### src/rtl/water_tank_pkg.sv
// Shared types and sensor-select codes for the irrigation reservoir plant model.
package water_tank_pkg;

   localparam logic [1:0] SENSOR_LOW  = 2'd0;
   localparam logic [1:0] SENSOR_MID  = 2'd1;
   localparam logic [1:0] SENSOR_HIGH = 2'd2;
   localparam logic [1:0] SENSOR_NONE = 2'd3;

   typedef struct packed {
      logic supply;
      logic pump;
      logic dripper;
   } actuator_t;

   typedef struct packed {
      logic high;
      logic mid;
      logic low;
   } sensor_t;

endpackage

### src/rtl/water_tank_emulator_counter.sv
// Tank volume integrator: applies the net actuator delta on each tick, clamps to
// [0, CAPACITY] and pulses overflow/dry_run when the clamp bites.
module saturating_level_counter
   import water_tank_pkg::*;
#(
   parameter int LEVEL_WIDTH    = 8,
   parameter int CAPACITY       = 200,
   parameter int INIT_LEVEL     = 0,
   parameter int FILL_RATE      = 4,
   parameter int SPRINKLER_RATE = 3,
   parameter int DRIP_RATE      = 1
) (
   input  logic                   clock,
   input  logic                   reset_n,
   input  logic                   tick_i,
   input  actuator_t              act_i,
   output logic [LEVEL_WIDTH-1:0] level_o,
   output logic                   overflow_o,
   output logic                   dry_run_o
);

   // Two extra bits: one for sign, one for headroom above CAPACITY.
   localparam int SW = LEVEL_WIDTH + 2;
   localparam logic signed [SW-1:0] CAP_S   = SW'(CAPACITY);
   localparam logic signed [SW-1:0] FILL_S  = SW'(FILL_RATE);
   localparam logic signed [SW-1:0] SPRNK_S = SW'(SPRINKLER_RATE);
   localparam logic signed [SW-1:0] DRIP_S  = SW'(DRIP_RATE);

   logic signed [SW-1:0]   delta, sum;
   logic [LEVEL_WIDTH-1:0] level_q, level_d;
   logic                   ovf_q, ovf_d, dry_q, dry_d;

   always_comb begin
      delta = '0;
      if (act_i.supply)  delta = delta + FILL_S;
      if (act_i.pump)    delta = delta - SPRNK_S;
      if (act_i.dripper) delta = delta - DRIP_S;
      sum     = $signed({2'b00, level_q}) + delta;
      level_d = level_q;
      ovf_d   = 1'b0;
      dry_d   = 1'b0;
      if (tick_i) begin
         if (sum > CAP_S) begin
            level_d = LEVEL_WIDTH'(CAPACITY);
            ovf_d   = act_i.supply;
         end else if (sum[SW-1]) begin
            level_d = '0;
            dry_d   = act_i.pump | act_i.dripper;
         end else begin
            level_d = sum[LEVEL_WIDTH-1:0];
         end
      end
   end

   always_ff @(posedge clock or negedge reset_n) begin
      if (!reset_n) begin
         level_q <= LEVEL_WIDTH'(INIT_LEVEL);
         ovf_q   <= 1'b0;
         dry_q   <= 1'b0;
      end else begin
         level_q <= level_d;
         ovf_q   <= ovf_d;
         dry_q   <= dry_d;
      end
   end

   assign level_o    = level_q;
   assign overflow_o = ovf_q;
   assign dry_run_o  = dry_q;

endmodule

### src/rtl/water_tank_emulator.sv
// Reservoir plant model: volume integrator plus registered level sensors with
// stuck-at fault injection for exercising the controller's conflict checks.
module water_tank_emulator
   import water_tank_pkg::*;
#(
   parameter int LEVEL_WIDTH    = 8,
   parameter int CAPACITY       = 200,
   parameter int INIT_LEVEL     = 0,
   parameter int LOW_THRESHOLD  = 20,
   parameter int MID_THRESHOLD  = 100,
   parameter int HIGH_THRESHOLD = 180,
   parameter int FILL_RATE      = 4,
   parameter int SPRINKLER_RATE = 3,
   parameter int DRIP_RATE      = 1
) (
   input  logic                   clock,
   input  logic                   reset_n,
   input  logic                   tick,
   input  logic                   supply_valve_open,
   input  logic                   splinker_bomb,
   input  logic                   dripper_valvule,
   input  logic                   fault_enable,
   input  logic [1:0]             fault_sensor,
   input  logic                   fault_value,
   output logic                   low_water_level,
   output logic                   mid_water_level,
   output logic                   high_water_level,
   output logic [LEVEL_WIDTH-1:0] level,
   output logic                   overflow,
   output logic                   dry_run
);

   if (!(LOW_THRESHOLD <= MID_THRESHOLD && MID_THRESHOLD <= HIGH_THRESHOLD &&
         HIGH_THRESHOLD <= CAPACITY && CAPACITY < (1 << LEVEL_WIDTH) &&
         INIT_LEVEL <= CAPACITY)) begin : g_bad_params
      $error("water_tank_emulator: thresholds must ascend and fit within CAPACITY");
   end

   localparam logic [LEVEL_WIDTH-1:0] LOW_T  = LEVEL_WIDTH'(LOW_THRESHOLD);
   localparam logic [LEVEL_WIDTH-1:0] MID_T  = LEVEL_WIDTH'(MID_THRESHOLD);
   localparam logic [LEVEL_WIDTH-1:0] HIGH_T = LEVEL_WIDTH'(HIGH_THRESHOLD);

   actuator_t              act;
   logic [LEVEL_WIDTH-1:0] level_cur;
   sensor_t                sens_q, sens_d;

   assign act = '{supply: supply_valve_open, pump: splinker_bomb, dripper: dripper_valvule};

   saturating_level_counter #(
      .LEVEL_WIDTH   (LEVEL_WIDTH),
      .CAPACITY      (CAPACITY),
      .INIT_LEVEL    (INIT_LEVEL),
      .FILL_RATE     (FILL_RATE),
      .SPRINKLER_RATE(SPRINKLER_RATE),
      .DRIP_RATE     (DRIP_RATE)
   ) u_counter (
      .clock     (clock),
      .reset_n   (reset_n),
      .tick_i    (tick),
      .act_i     (act),
      .level_o   (level_cur),
      .overflow_o(overflow),
      .dry_run_o (dry_run)
   );

   // Fault override sits after the comparators so contradictory patterns are possible.
   always_comb begin
      sens_d.low  = (level_cur >= LOW_T);
      sens_d.mid  = (level_cur >= MID_T);
      sens_d.high = (level_cur >= HIGH_T);
      if (fault_enable) begin
         case (fault_sensor)
            SENSOR_LOW:  sens_d.low  = fault_value;
            SENSOR_MID:  sens_d.mid  = fault_value;
            SENSOR_HIGH: sens_d.high = fault_value;
            default:     ;
         endcase
      end
   end

   always_ff @(posedge clock or negedge reset_n) begin
      if (!reset_n) sens_q <= '0;
      else          sens_q <= sens_d;
   end

   assign low_water_level  = sens_q.low;
   assign mid_water_level  = sens_q.mid;
   assign high_water_level = sens_q.high;
   assign level            = level_cur;

endmodule

### config.mk
export PLATFORM = sky130hd
export DESIGN_NAME = water_tank_emulator
export DESIGN_NICKNAME = d
export VERILOG_FILES = /design/src/rtl/water_tank_pkg.sv /design/src/rtl/water_tank_emulator_counter.sv /design/src/rtl/water_tank_emulator.sv
export SDC_FILE = /design/constraint.sdc
export NUM_CORES = 1
export LEC_CHECK = 0
export CAP_MARGIN = 20
export CORE_MARGIN = 2
export CORE_UTILIZATION = 56
export DETAILED_ROUTE_END_ITERATION = 10
export PLACE_DENSITY = 0.85
export SLEW_MARGIN = 20
export SYNTH_ARGS = -nofsm -noshare
export SYNTH_HDL_FRONTEND = slang
export SYNTH_HIERARCHICAL = 1
export SYNTH_SLANG_ARGS = --single-unit
### constraint.sdc
create_clock -name clock -period 4.1 [get_ports clock]
set_input_delay 0.615 -clock clock [delete_from_list [all_inputs] [get_ports clock]]
set_output_delay 0.615 -clock clock [all_outputs]
set_load 0.01 [all_outputs]
==> results of run 1 <==
==> cell usage after synthesis, types with 2 or more instances <==
library cell	number	share of area (%)
nand4_1	3	1.5
xor2_1	3	2.2
mux2i_1	3	2.5
ha_1	14	14
o21ai_0	2	0.82
nor3_1	3	1.2
a21o_1	4	2.5
a21oi_1	6	2.5
inv_1	10	3.1
xnor2_1	2	1.4
o2bb2ai_1	5	3.6
dfrtp_1	13	27
nor2_1	8	2.5
mux2_2	3	2.8
a2111oi_0	2	1.4
a21boi_1	2	1.2
nand3_1	3	1.2
or2_1	2	1.0
==> registers in the layout, indices dropped and copies added (netlist names) <==
signal and cells:
u_counter/dry_run_o 1, low_water_level 1, u_counter/level_o 8, mid_water_level 1, high_water_level 1, u_counter/overflow_o 1
==> through the flow <==
| step | worst slack [ps] | instance area [um^2] |
|---|---|---|
| after global placement | 183 | 1470 |
| after global routing | 98.3 | 1500 |
| after floorplan | 828 | 1220 |
| after detailed placement | 137 | 1470 |
| after CTS | 417 | 1500 |
| final | 401 | 1500 |
==> per-layer routing <==
layer | up-vias | routed length (um) | global-route usage (%)
li1 | 519 | - | -
met1 | 498 | 1130 | 29.0
met2 | 26 | 1350 | 39.7
met3 | 0 | 95 | 5.65
met4 | 0 | 0 | 3.60
met5 | - | 0 | 0
==> path summary, 6_finish.rpt <==
kind	from	to	depth (start not counted)
min	u_counter/level_o[0]$_DFFE_PN0P_	u_counter/level_o[0]$_DFFE_PN0P_	1
min in group asynchronous	reset_n	u_counter/level_o[5]$_DFFE_PN0P_	1
max	supply_valve_open	u_counter/level_o[3]$_DFFE_PN0P_	13
max reg2reg	u_counter/level_o[0]$_DFFE_PN0P_	u_counter/level_o[3]$_DFFE_PN0P_	7
max in group asynchronous	reset_n	u_counter/level_o[6]$_DFFE_PN0P_	1
min reg2reg	u_counter/level_o[0]$_DFFE_PN0P_	u_counter/level_o[0]$_DFFE_PN0P_	1
==> power breakdown <==
group          switching, W  internal (W)  total (W)
sequential        0.0000688      0.000183   0.000252
clock             0.0000403     0.0000361  0.0000764
combinational      0.000373      0.000345   0.000718
==> cell families (layout without fill, tap and decap cells) <==
group | Yosys count | after routing | share of synthesized area (%)
AOI/OAI and AO/OA | 35 | 35 | 25.4
and+or+nand+nor | 34 | 34 | 17.5
adders and majority gates | 15 | 15 | 16.0
DFF | 13 | 13 | 26.7
buffers and inverters | 13 | 39 | 4.11
xor gates and xnor gates | 6 | 6 | 4.94
muxes | 6 | 6 | 5.25
==> cell type report <==
class,count,area (um^2),share of cell area [%]
sequential,13,325,21.7
timing repair buffer,23,228,15.2
clock inverter,1,5.00,0.334
tap,27,33.8,2.25
clock buffer,3,22.5,1.50
multi-input combinational,96,841,56.0
inverter,12,45.0,3.00
==> worst reg2reg max path, cell delays in order (launching register included) <==
cell	delay (ps)
dfrtp_1	410
ha_1	240
fa_1	410
a21o_1	220
a221oi_4	300
nor4_2	80
or3_1	430
o41a_1	420
==> flow_summary.yaml, run 1 <==
outcome:
  outcome: "finished clean"
floorplan:
  die_width_um: 50.6
  die-area_um2: 2560
  coreArea_um2: 2000
  chipHeight_um: 50.6
  start_util_pct: 60.7
  fp-row-count: 16
  ios: 23
placement:
  dp_cells: 171
  gp_congestion: 0.954
  portBuffers: 22
  hpwl_mm: 2.12
worst_setup_path:
  crit_type: "in2reg"
  crit_chain: "clkdlybuf4s50_1 > inv_1 > ha_1 > inv_1 > ha_1 > mux2i_1 > inv_2 > ha_1 > a21o_1 > a221oi_4 > nor4_2 > or3_1 > o41a_1"
  cp.required_ps: 4260
  cp_slowest_stage_delay_ps: 490
  arrival_ps: 3860
  crit_buf_inv: 4
  cp-end-kind: "flop"
  path_common_cell: "ha_1"
  crit_path_max_fanout: 6
  r2r_setup_slack_ps: 1470
  slowest_stage: "clkdlybuf4s50_1"
  cp_top_family: "compound AO/OA/AOI/OAI gates"
  cp-start-kind: "input pin"
logic_synthesis:
  yosys_warnings: 6
  async_reset_ff_share_pct: 100
  syn_area_um2: 1220
  yosys.cell_types.count: 52
  synth_edf_count: 0
  synth-seq-cells: 13
  synth-seq-area-share_pct: 26.7
  synth_flop_cell: "dfrtp_1"
  syn-num-nets: 147
  synth_area_per_cell_um2: 9.97
  syn_inst: 122
timing:
  finalHoldViolCount: 0
  fin_worst_skew_ps: 6.57
  finalSetupViolations: 0
  min_period_ps: 3700
  worstMarginPinSlew_ps: 780
  setup-tns-final_ps: 0
  finalCritPeriodShare_pct: 90.2
  slew_violations: 0
  timing.hold.ws_ps: 545
  rsz0062_at_grt: "no"
  clock.fmax_ghz: 0.270
  slew_headroom_pct: 47.4
cts:
  cts_max_level: 1
  clk_latency_ps: 270
  postCtsSetupRepairBufs: 0
  cts_root_buffer: "clkbuf_4"
  cts_tree: "yes"
  cts_resized: 0
  clock_path_buffers: 2
  clkTransAtPathRegs_ps: 80
  cts_sinks: 13
  holdBufCountCts: 0
  numCtsBuffers: 3
pwr:
  power_w: 0.00105
  pwr_density_cell_nw_per_um2: 698
  vdd_drop_max_uv: 486
  p_leak_nw: 0.702
routing:
  first_pass_iters: 4
  wl_mm: 2.57
  route.detailed.drc: 0
  dr.first_iter.drc_count: 22
  ant_nets: 0
  vias_per_cell: 5.96
  wl_per_cell_um: 14.7
  num_vias: 1043
final_layout:
  final_cell_mix: "22 x clkdlybuf4s50_1, 14 x ha_1, 13 x dfrtp_1"
  diodes: 0
  final_cells: 175
  drive_gt1_share_pct: 14.2
  fillers: 145
  area_growth_pct: 23.4
  fin_util_pct: 74.9
  final_common_cell: "clkdlybuf4s50_1"
  nNetsFinal: 174
run:
  drv_cap: 0
grt:
  antenna_found_initial: 0
  grt_pass1_vias: 1016
  grt_overflow_total: 0
  grt_start_max_net_pins: 14
  grt_use_total_pct: 22.8
  grt_pass1_wl_mm: 4.49
worst_hold_path:
  hold_class: "reg2reg"
(Power assumes the default switching activity.)
==> run 2, diff against run 1 <==
- PLACE_DENSITY: 0.85 -> not set
- PLACE_DENSITY_LB_ADDON: not set -> 0.15
==> flow_summary.yaml, run 2 (synthesis results as in run 1) <==
pwr:
  vdd_drop_max_uv: 447
  power_w: 0.00105
  pwr_density_cell_nw_per_um2: 700
  p_leak_nw: 0.699
cts:
  cts_sinks: 13
  clock_path_buffers: 2
  cts_resized: 0
  clkTransAtPathRegs_ps: 70
  holdBufCountCts: 0
  numCtsBuffers: 3
  cts_max_level: 1
  cts_tree: "yes"
  clk_latency_ps: 270
  postCtsSetupRepairBufs: 0
  cts_root_buffer: "clkbuf_4"
worst_setup_path:
  cp-end-kind: "flop"
  crit_path_max_fanout: 6
  path_common_cell: "ha_1"
  r2r_setup_slack_ps: 1460
  r2r_end: "u_counter/level_o[3]$_DFFE_PN0P_"
  slowest_stage: "clkdlybuf4s50_1"
  ff2ff_path_depth: 7
  cp-start-kind: "input pin"
  cp_slowest_stage_delay_ps: 480
  r2r-start: "u_counter/level_o[0]$_DFFE_PN0P_"
  arrival_ps: 3840
  crit_chain: "clkdlybuf4s50_1 > inv_1 > ha_1 > inv_1 > ha_1 > mux2i_1 > inv_2 > ha_1 > a21o_1 > a221oi_4 > nor4_2 > or3_1 > o41a_1"
  cp.required_ps: 4250
  cp_top_family: "compound AO/OA/AOI/OAI gates"
  crit_type: "in2reg"
  crit_buf_inv: 4
floorplan:
  chipHeight_um: 50.6
  ios: 23
  die-area_um2: 2560
  fp-row-count: 16
  start_util_pct: 60.7
  die_width_um: 50.6
  coreArea_um2: 2000
grt:
  antenna_found_initial: 0
  grt_start_max_net_pins: 14
  grt_overflow_total: 0
  grt_use_total_pct: 22.8
  top_usage_layer: "met2"
  grt_util_met3_pct: 4.46
  grt_pass1_vias: 1003
  grt_util_met2_pct: 41.2
  grtUsageMet1_pct: 29.3
  grt_pass1_wl_mm: 4.46
final_layout:
  multi_input_area_um2: 841
  area_growth_pct: 23.3
  seq_area_um2: 325
  final_common_cell: "clkdlybuf4s50_1"
  diodes: 0
  drive_gt1_share_pct: 13.5
  largest_reg_flops: 8
  final_cell_mix: "22 x clkdlybuf4s50_1, 14 x ha_1, 13 x dfrtp_1"
  fin_util_pct: 74.9
  fillers: 149
  nNetsFinal: 174
timing:
  slew_headroom_pct: 51.2
  fin_worst_skew_ps: 8.53
  setup-tns-final_ps: 0
  worstMarginPinSlew_ps: 723
  clock.fmax_ghz: 0.271
  finalSetupViolations: 0
  rsz0062_at_grt: "no"
  min_period_ps: 3690
  slew_violations: 0
  finalHoldViolCount: 0
  finalCritPeriodShare_pct: 90.1
routing:
  dr.first_iter.drc_count: 28
  wl_per_cell_um: 14.9
  ant_nets: 0
  route.detailed.drc: 0
  wl_mm: 2.62
  vias_per_cell: 6.06
  first_pass_iters: 4
  num_vias: 1060
placement:
  portBuffers: 22
  hpwl_mm: 2.14
  gp_congestion: 0.861
run:
  drv_cap: 0
worst_hold_path:
  hold_end: "u_counter/level_o[0]$_DFFE_PN0P_"
  hp-start: "u_counter/level_o[0]$_DFFE_PN0P_"
  whs_path_depth: 1
  hold_class: "reg2reg"
outcome:
  outcome: "finished clean"
run 2: changes by cell type in the layout (fill, tap and decap cells not counted), sizes merged:
cell    previous run  this run
clkbuf             3         4
clkinv             2         1
run 2: where the power goes:
group | total, W | switching [W] | internal [W]
combinational | 0.000721 | 0.000377 | 0.000344
clock | 0.0000756 | 0.0000380 | 0.0000376
sequential | 0.000252 | 0.0000683 | 0.000184
run 2: area by class of cell:
cell class	instances	area share, %
clock buffers	4	1.75
multi-input cells	96	56.1
flip-flops and latches	13	21.7
repair buffers	23	15.2
well taps	27	2.25
inverters	12	3.01
run 2: per-stage QoR:
step	cell area, um^2	hold WS, ps	cells	setup WS, ps
global route	1500	574	175	267
global placement	1470	529	171	202
floorplan	1220	319	122	828
finish	1500	546	175	406
detailed placement	1470	534	171	142
CTS	1500	555	175	416
run 2: worst max-delay path by stage:
stage          slack [ps]         startpoint  cells after the start                          endpoint
6_report              410      splinker_bomb                     13  u_counter/level_o[3]$_DFFE_PN0P_
5_1_grt               270      splinker_bomb                     13  u_counter/level_o[3]$_DFFE_PN0P_
4_1_cts               420      splinker_bomb                     13  u_counter/level_o[3]$_DFFE_PN0P_
3_5_place_dp          140      splinker_bomb                     13  u_counter/level_o[3]$_DFFE_PN0P_
3_3_place_gp          200      splinker_bomb                     13  u_counter/level_o[3]$_DFFE_PN0P_
2_1_floorplan         830  supply_valve_open                     12  u_counter/level_o[3]$_DFFE_PN0P_
run 2: layer usage:
metal | vias to the layer above | share of wire (%)
li1 | 523 | -
met1 | 507 | 45
met2 | 30 | 51
met3 | 0 | 3.9
met4 | 0 | 0
met5 | - | 0
